File: src/rtl/fetch_stage.sv
// Instruction-fetch stage: owns the PC, reads the icache, and fills the IF|ID latch.
// Redirects that arrive during a miss squash the in-flight wrong-path word.
module fetch_stage #(
   parameter int                WORD_W  = 32,
   parameter logic [WORD_W-1:0] PC_INIT = '0
) (
   input  logic                  CLK,
   input  logic                  RST,
   input  logic                  ihit,
   input  logic [WORD_W-1:0]     imemload,
   output logic                  imemREN,
   output logic [WORD_W-1:0]     imemaddr,
   input  logic                  stall,
   input  logic                  redirect_en,
   input  logic [WORD_W-1:0]     redirect_pc,
   input  logic                  halt,
   output logic [2*WORD_W-1:0]   ifid,
   output logic                  ifid_valid
);

   typedef enum logic [1:0] {FETCH, SQUASH, HALTED} state_t;

   state_t              state_q;
   logic [WORD_W-1:0]   pc_q, pend_pc_q;
   logic [2*WORD_W-1:0] ifid_q;
   logic                ifid_valid_q;

   logic [WORD_W-1:0]   pc_plus;
   logic [WORD_W-1:0]   target;

   assign pc_plus    = pc_q + WORD_W'(4);
   assign target     = redirect_pc & ~WORD_W'(3);
   assign imemREN    = (state_q != HALTED);
   assign imemaddr   = pc_q;
   assign ifid       = ifid_q;
   assign ifid_valid = ifid_valid_q;

   always_ff @(posedge CLK) begin
      if (RST) begin
         state_q      <= FETCH;
         pc_q         <= PC_INIT;
         pend_pc_q    <= '0;
         ifid_q       <= '0;
         ifid_valid_q <= 1'b0;
      end else begin
         unique case (state_q)
            FETCH: begin
               if (halt) begin
                  state_q      <= HALTED;
                  ifid_q       <= '0;
                  ifid_valid_q <= 1'b0;
               end else if (redirect_en) begin
                  ifid_q       <= '0;
                  ifid_valid_q <= 1'b0;
                  // On a miss the icache address must stay put until the word drains.
                  if (ihit) begin
                     pc_q <= target;
                  end else begin
                     pend_pc_q <= target;
                     state_q   <= SQUASH;
                  end
               end else if (ihit) begin
                  if (!stall) begin
                     ifid_q       <= {imemload, pc_plus};
                     ifid_valid_q <= 1'b1;
                     pc_q         <= pc_plus;
                  end
               end else if (!stall) begin
                  ifid_q       <= '0;
                  ifid_valid_q <= 1'b0;
               end
            end
            SQUASH: begin
               ifid_q       <= '0;
               ifid_valid_q <= 1'b0;
               if (halt) begin
                  state_q <= HALTED;
               end else if (redirect_en) begin
                  pend_pc_q <= target;
                  if (ihit) begin
                     pc_q    <= target;
                     state_q <= FETCH;
                  end
               end else if (ihit) begin
                  pc_q    <= pend_pc_q;
                  state_q <= FETCH;
               end
            end
            HALTED: begin
               ifid_q       <= '0;
               ifid_valid_q <= 1'b0;
            end
            default: state_q <= FETCH;
         endcase
      end
   end

endmodule

File: config.mk
export PLATFORM = sky130hd
export DESIGN_NAME = fetch_stage
export DESIGN_NICKNAME = d
export VERILOG_FILES = /design/src/rtl/fetch_stage.sv
export SDC_FILE = /design/constraint.sdc
export NUM_CORES = 1
export LEC_CHECK = 0
export ABC_AREA = 1
export CAP_MARGIN = 20
export CORE_MARGIN = 3
export CORE_UTILIZATION = 48
export DETAILED_ROUTE_END_ITERATION = 10
export PLACE_DENSITY_LB_ADDON = 0.25
export SYNTH_ARGS = -nofsm -noshare
export SYNTH_HDL_FRONTEND = slang
export SYNTH_SLANG_ARGS = --single-unit
export TNS_END_PERCENT = 50
File: constraint.sdc
create_clock -name CLK -period 2.1 [get_ports CLK]
set_input_delay 0.42 -clock CLK [delete_from_list [all_inputs] [get_ports CLK]]
set_output_delay 0.42 -clock CLK [all_outputs]
set_load 0.1 [all_outputs]
; ---- Word-level counts from Yosys, hierarchy flattened
; Cells that the tools add are included.
; W data, S select, Z words.
[word_totals]
output_inout_bits = 98
inputBits = 70
ff_bits = 131
word_cells = 63
[classes]
n_eq_ne = 15
reduce_logical = 8
n_addsub = 1
n_mux = 33
n_bitwise = 1
[ops]
columns = op, count
row1 = $mux W32, 13
row2 = $mux W64, 5
row3 = $pmux W32 S2, 2
row4 = $pmux W64 S2, 1
row5 = $add A32 B3 Y32 const B, 1
row6 = $ne A3 B3 Y1 const B, 6
row7 = $ne A2 B2 Y1 const B, 6
row8 = $reduce_and A6 Y1, 2
row9 = $mux W2, 5
row10 = $pmux W2 S3, 1
row11 = $mux W1, 5
row12 = $ne A4 B4 Y1 const B, 1
row13 = $reduce_and A4 Y1, 1
row14 = $reduce_bool A2 Y1, 2
row15 = $eq A2 B1 Y1 const B, 1
row16 = $eq A2 B2 Y1 const B, 1
row17 = $logic_not A2 Y1, 1
row18 = $pmux W1 S2, 1
row19 = $reduce_and A2 Y1, 1
row20 = $reduce_or A2 Y1, 1
row21 = $not A1 Y1, 1

; ---- Depth between registers and ports, before layout
; Gate-level depths: netlist (run 1).
[logic_depth]
word_depth = 6
mapped_depth = 10

; ---- Worst setup path after synthesis (run 1)
; Ideal clock, no wire load.
[synth_timing]
kind = reg2reg
startpoint = reg pc_q[2], in the netlist imemaddr[2]
endpoint = reg pc_q[14], in the netlist imemaddr[14]
t_arrival_ns = 2.181
stages_incl_launch_ff = 11
setup_slack_ns = -0.213
setup_ns = 0.132
path_cell_list = dfxtp_1 -> ha_1 -> nand2_1 -> nor2_1 -> nand2_2 -> nor2_1 -> nand2_1 -> nand3_1 -> nand2_1 -> nand2_1 -> a21oi_1
[synth_via]
elab_chain_cells = 6
[synth_rtl]
columns = element, line
row1 = "start, declared", 24  ; logic [WORD_W-1:0] pc_q, pend_pc_q;
row2 = "start signal, assigned", 57  ; pc_q <= target;
row3 = "start signal, assigned", 66  ; pc_q <= pc_plus;
row4 = "start signal, assigned", 81  ; pc_q <= target;
row5 = $add A32 B3 Y32, 31  ; assign pc_plus = pc_q + WORD_W'(4);
row6 = $mux W32, 63  ; if (!stall) begin
row7 = $mux W32, 62  ; end else if (ihit) begin
row8 = $mux W32, 52  ; end else if (redirect_en) begin
row9 = $mux W32, 48  ; if (halt) begin
row10 = $pmux W32 S2, 46  ; unique case (state_q)
; No other way between the ends. The select of a mux whose other input is x is not followed.
; A chain may end at the register's enable or synchronous reset.

; ---- Worst setup path in the final report (run 1)
; Ends and elaborated chain as after synthesis.

==> out/qor.txt, run 1 <==
Status -> complete, no violations
Crit path DAT -> 2060 ps
RR Endpoint -> imemaddr[14]
DRT Pass-1 Iters -> 6
Wirelength per Cell -> 14.9 um
Root Buffer -> clkbuf_16
Core area -> 12200 um2
RSZ-0062 raised after global routing -> no
Clock sink total -> 129
Antenna cells -> 0
Sequential fraction of the synthesis area -> 42.5%
CTS H-Tree Depth -> 4
Initial antenna violation count -> 0
Final worst slack -> 303 ps
Place WS -> 39.3 ps
PD cells -> 896 nW/um2
FF+latch count, synth -> 129
Drt via density -> 5.19
CP Launch Point -> imemaddr[2]
Final wirelength -> 18.2 mm
Max Used Layer -> met4
Final ANT Viol Nets -> 0
Initial core utilization -> 49.7%
Hold slack -> 461 ps
Post-route core utilization -> 69.2%
CTS tree -> done
Reg2Reg Setup Slack -> 300 ps
Worst Hold Class -> reg -> reg
CTS resizes -> 0
Most Frequent Cell on Critical Path -> nand2_1
Syn Nets -> 954
Layout cells sized above 1 -> 17.5%
Post-CTS setup buffer count -> 0
Mapped Avg Cell Area -> 6.91 um2
Drc violations -> 0
Hold EP -> ifid[25]
IO Count -> 168
Critical Path Source Type -> flop
Final min period -> 1800 ps
Die Height -> 118 um
GRT overflow -> 0
Slowest CP cell -> dfxtp_2
Synth Cell Area -> 6070 um2
Hold Buf Count CTS -> 0
DR iter-0 viols -> 518
Synth warnings -> 0
Buf+Inv Stages, Crit Path -> 0
Port Buffers -> 165
Reg-to-reg critical path startpoint -> imemaddr[2]
Distinct cells, synth -> 36
Met1 wire length -> 7.81 mm
Crit Path Class -> reg -> reg
WP data required -> 2370 ps
Worst Hold Depth -> 2
# Max-Cap Violations -> 0
Die area -> 14000 um2
Pin count of the biggest net entering global routing -> 81
Least-Margin Pin Slew -> 846 ps
Commonest non-fill, non-tap cell in the layout -> nand2_1
GRT Total Usage -> 25.9%
Placement Cell Area -> 7870 um2
Clock insertion delay at the later pin of the skew report -> 420 ps
Worst VDD drop -> 0.000522 V
TritonCTS buffer count -> 17
Critical path peak fanout -> 7
Mapped Cells -> 879
# setup viols final -> 0
Post-Route Setup TNS -> 0 ps
Final Hold Viols -> 0
Period utilization -> 85.6%
Worst slew margin -> 43.6%
Largest delay share family, worst path -> simple AND/OR/NAND/NOR gates
Rows -> 40
Min-delay src -> ifid[25]
CP peak stage delay -> 390 ps
Final nets -> 1126
Clock transition at path regs -> 50 ps
Vias in the first global route -> 5945
P_leak -> 3.37 nW
Most frequent cells in the layout -> nand2_1 (258), dfxtp_1 (124), buf_4 (122), a21oi_1 (100), nor2_1 (98)
Post-DP HPWL -> 13.2 mm
Max Clock Skew -> 5.99 ps
Vias -> 6371
Chip width -> 118 um
RePlAce Congestion -> 0.963
CTS Buffer Depth -> 2
Pins Over Slew Limit -> 0
Worst-case reg-to-reg path depth -> 10
Cells along the critical path -> ha_1, nand2_1, nor2_1, nand2_2, nor2_1, nand2_1, nand3_1, nand2_1, nand2_1, a21oi_1
Endpoint type of the worst setup path -> flop
Routed met2 length -> 8.27 mm
First-pass GRT wire length -> 29.5 mm
Met3 WL -> 1.89 mm
Layout area overhead -> 39.1%
Max Fclk -> 0.556 GHz
Post-route cell area -> 8450 um2
## sequential cells by signal, summed over array words and instances, names as in the netlist
| signal | count |
|---|---|
| ifid | 64 |
| pend_pc_q | 30 |
| ifid_valid | 1 |
| imemaddr | 32 |
| state_q | 2 |
## worst max path at each step
stage,endpoint,slack (ps),depth (start not counted)
3_5_place_dp,ifid[12],40,8
3_3_place_gp,ifid[2],70,9
6_report,imemaddr[14],300,10
5_1_grt,imemaddr[26],110,9
4_1_cts,imemREN,290,4
2_1_floorplan,imemaddr[14],-30,9
## cell usage after synthesis
cell type  number  area share [%]
a211oi_1        9             1.1
o21a_1          1            0.12
xnor2_1         4            0.58
ha_1            5             1.0
o31ai_1         1            0.12
nor3b_1         1            0.12
and2_1          1            0.10
buf_6           2            0.37
nor2_2          8            0.82
nand2_1       258              16
a22oi_1        15             1.9
nor2_4          1            0.19
clkbuf_1       19             1.2
a22o_1          1            0.14
o21ai_1         4            0.33
o21ai_0        60             4.9
nor3_2          1            0.16
nand4_1         3            0.31
nor3_1          1           0.082
buf_4           9             1.1
nand3b_1        2            0.25
o21bai_1        4            0.49
o21bai_4        1            0.31
inv_1          48             3.0
inv_2           1           0.062
a21oi_1       100             8.2
buf_2          18             1.5
o211ai_1        1            0.12
a31oi_1         4            0.41
nand2_2         3            0.31
inv_4           2            0.21
nand3_4         2            0.58
nor2_1         98             6.1
nand3_1        58             4.8
xor2_1          4            0.58
dfxtp_1       129              43
## metrics by stage
step / power, mW / cells
after global placement: 4.61 / 1200
after global routing: 7.86 / 1227
final: 7.57 / 1227
after CTS: 7.59 / 1227
after detailed placement: 4.63 / 1200
after floorplan: 4.01 / 879
## cell families after synthesis
family                     synth area share, %
and+or+nand+nor                           29.7
AOI/OAI and AO/OA                         18.2
DFF                                       42.5
buffers and inverters                     7.38
xor gates and xnor gates                  1.15
adders and majority gates                 1.03
## layout make-up
class	count	area, um2
Fill cell	1068	3760
Inverter	51	196
Multi-Input combinational cell	651	3050
Clock buffer	19	443
Timing Repair Buffer	201	1820
Tap cell	168	210
Sequential cell	129	2590
Clock inverter	8	140
## power by group
part	total [mW]	switching, mW	internal [mW]
Clock	2.97	1.00	1.97
Combinational	1.84	1.27	0.577
Sequential	2.75	0.146	2.61
Total	7.57	2.42	5.15
## worst reg2reg max path: cells and delay by family, from the launching register on
family	cells	cell delay [ps]
simple gates	8	980
flops	1	390
fa+ha+maj	1	230
compound gates	1	50
## metal layers
| layer | up-vias | track usage (%) |
|---|---|---|
| li1 | 3219 | - |
| met1 | 2832 | 33.9 |
| met2 | 295 | 40.6 |
| met3 | 25 | 7.99 |
| met4 | 0 | 8.83 |
| met5 | - | 0 |
(Power assumes the default switching activity.)
==> run 2, diff against run 1 <==
==> constraint.sdc (replaced) <==
create_clock -name CLK -period 2.06 [get_ports CLK]
set_input_delay 0.412 -clock CLK [delete_from_list [all_inputs] [get_ports CLK]]
set_output_delay 0.412 -clock CLK [all_outputs]
set_load 0.1 [all_outputs]
==> run 2 against run 1 <==
Net effect:
- sequential share of layout area is 0.29 points lower
- clock power up 4%
- global-route usage rose by 0.18 points
- largest cell class unchanged
- core utilization grew 0.80 points
- die area unchanged
- final cell count up 0.57%
- via count is 0.31% higher
- non-clock buffer count up 2
- fmax fell by 4.1%
==> out/qor.txt, run 2 (synthesis results as in run 1) <==
Initial antenna violation count -> 0 (unchanged)
Period utilization -> 91.0% (was 85.6%)
Max Clock Skew -> 10.1 ps (was 5.99 ps)
Final min period -> 1870 ps (was 1800 ps)
Placement Cell Area -> 7940 um2 (was 7870 um2)
Post-route cell area -> 8550 um2 (was 8450 um2)
Post-DP HPWL -> 13.0 mm (was 13.2 mm)
Critical path peak fanout -> 8 (was 7)
Pins Over Slew Limit -> 0 (unchanged)
Drc violations -> 0 (unchanged)
Clock insertion delay at the later pin of the skew report -> 420 ps (about the same)
Chip width -> 118 um (unchanged)
Vias -> 6391 (was 6371)
# Max-Cap Violations -> 0 (unchanged)
PD cells -> 913 nW/um2 (was 896 nW/um2)
Commonest non-fill, non-tap cell in the layout -> nand2_1 (unchanged)
Port Buffers -> 165 (unchanged)
CTS Buffer Depth -> 2 (unchanged)
Max Fclk -> 0.533 GHz (was 0.556 GHz)
IO Count -> 168 (unchanged)
Worst slew margin -> 43.0% (was 43.6%)
Layout cells sized above 1 -> 18.4% (was 17.5%)
Antenna cells -> 0 (unchanged)
Initial core utilization -> 49.7% (unchanged)
Final Hold Viols -> 0 (unchanged)
Hold Buf Count CTS -> 0 (unchanged)
CTS tree -> done (unchanged)
Clock transition at path regs -> 60 ps (was 50 ps)
Core area -> 12200 um2 (unchanged)
Pin count of the biggest net entering global routing -> 81 (unchanged)
WP data required -> 2350 ps (was 2370 ps)
Endpoint type of the worst setup path -> flop (unchanged)
DRT Pass-1 Iters -> 4 (was 6)
TritonCTS buffer count -> 17 (unchanged)
Worst VDD drop -> 0.000555 V (was 0.000522 V)
RSZ-0062 raised after global routing -> no (unchanged)
Place WS -> 8.07 ps (was 39.3 ps)
Dpl cells -> 1202 (was 1200)
RePlAce Congestion -> 0.944 (was 0.963)
Crit path DAT -> 2170 ps (was 2060 ps)
# setup viols final -> 0 (unchanged)
DR iter-0 viols -> 541 (was 518)
Layout area overhead -> 40.7% (was 39.1%)
Post-Route Setup TNS -> 0 ps (unchanged)
Critical Path Source Type -> flop (unchanged)
Status -> complete, no violations (unchanged)
CTS H-Tree Depth -> 4 (unchanged)
CP peak stage delay -> 340 ps (was 390 ps)
Worst Hold Depth -> 2 (unchanged)
Cells along the critical path -> inv_1, ha_1, nor2_1, nor2_2, nand3_4, buf_4, a211oi_1, a21oi_1 (was ha_1, nand2_1, nor2_1, nand2_2, nor2_1, nand2_1, nand3_1, nand2_1, nand2_1, a21oi_1)
Die area -> 14000 um2 (unchanged)
Worst Hold Class -> reg -> reg (unchanged)
Final ANT Viol Nets -> 0 (unchanged)
Final wirelength -> 18.4 mm (was 18.2 mm)
Most frequent cells in the layout -> nand2_1 (258), dfxtp_1 (120), buf_4 (120), a21oi_1 (100), nor2_1 (98) (was nand2_1 (258), dfxtp_1 (124), buf_4 (122), a21oi_1 (100), nor2_1 (98))
Slowest CP cell -> a211oi_1 (was dfxtp_2)
CTS resizes -> 0 (unchanged)
First-pass GRT wire length -> 29.7 mm (was 29.5 mm)
Crit Path Class -> reg -> reg (unchanged)
Vias in the first global route -> 5785 (was 5945)
Worst-case reg-to-reg path depth -> 8 (was 10)
Rows -> 40 (unchanged)
GRT overflow -> 0 (unchanged)
Least-Margin Pin Slew -> 854 ps (was 846 ps)
Root Buffer -> clkbuf_16 (unchanged)
Largest register FFs -> 64 (unchanged)
Final worst slack -> 185 ps (was 303 ps)
Drt via density -> 5.18 (was 5.19)
Wirelength per Cell -> 14.9 um (about the same)
Final nets -> 1128 (was 1126)
Post-CTS setup buffer count -> 0 (unchanged)
Post-route core utilization -> 70.0% (was 69.2%)
Clock sink total -> 129 (unchanged)
GRT Total Usage -> 26.1% (was 25.9%)
P_leak -> 3.39 nW (was 3.37 nW)
Non-Filler Instances -> 1234 (was 1227)
Die Height -> 118 um (unchanged)
## run 2: cell types whose count changed in the layout (fill, tap and decap cells not counted), sizes merged
cell and change:
clkbuf -1, bufinv -1, buf +2, clkinvlp +4, inv +3
## run 2: final timing paths
| check | endpoint | slack (ps) | startpoint |
|---|---|---|---|
| min reg2reg | ifid[25] | 460 | ifid[25] |
| max reg2reg | imemaddr[23] | 190 | state_q[0] |
| max | imemaddr[23] | 190 | state_q[0] |
| min | ifid[25] | 460 | ifid[25] |
## run 2: stage by stage
| stage | hold slack, ps | power [mW] |
|---|---|---|
| 2_1_floorplan | 455 | 4.09 |
| 3_3_place_gp | 453 | 4.73 |
| 3_5_place_dp | 456 | 4.74 |
| 4_1_cts | 465 | 7.82 |
| 5_1_grt | 487 | 8.10 |
| 6_report | 465 | 7.81 |
## run 2: power by group
part           switching, mW  leakage [nW]  internal, mW
Clock                   1.17         0.284          1.92
Sequential             0.142          1.05          2.66
Combinational           1.31          2.06         0.606
Total                   2.63          3.39          5.18
## run 2: metal layers
| metal | track usage, % | up-vias | share of wire (%) |
|---|---|---|---|
| met5 | 0 | - | 0 |
| met4 | 7.24 | 0 | 1.4 |
| met3 | 7.03 | 23 | 8.3 |
| met2 | 39.7 | 268 | 45 |
| met1 | 36.5 | 2863 | 45 |
| li1 | - | 3237 | - |
## run 2: area by class of cell
cell class	instances	area, um2
tap	168	210
timing repair buffer	203	1890
fill	1088	3660
multi-input combinational	651	3050
inverter	51	196
clock buffer	18	429
sequential	129	2590
clock inverter	14	181
## run 2: worst max-delay path, delay by kind of cell, from the launching register on
family,cells,cell delay (ps)
adders and majority gates,1,260
and+or+nand+nor,3,410
buffers and inverters,2,280
DFF,1,320
AOI/OAI and AO/OA,2,460
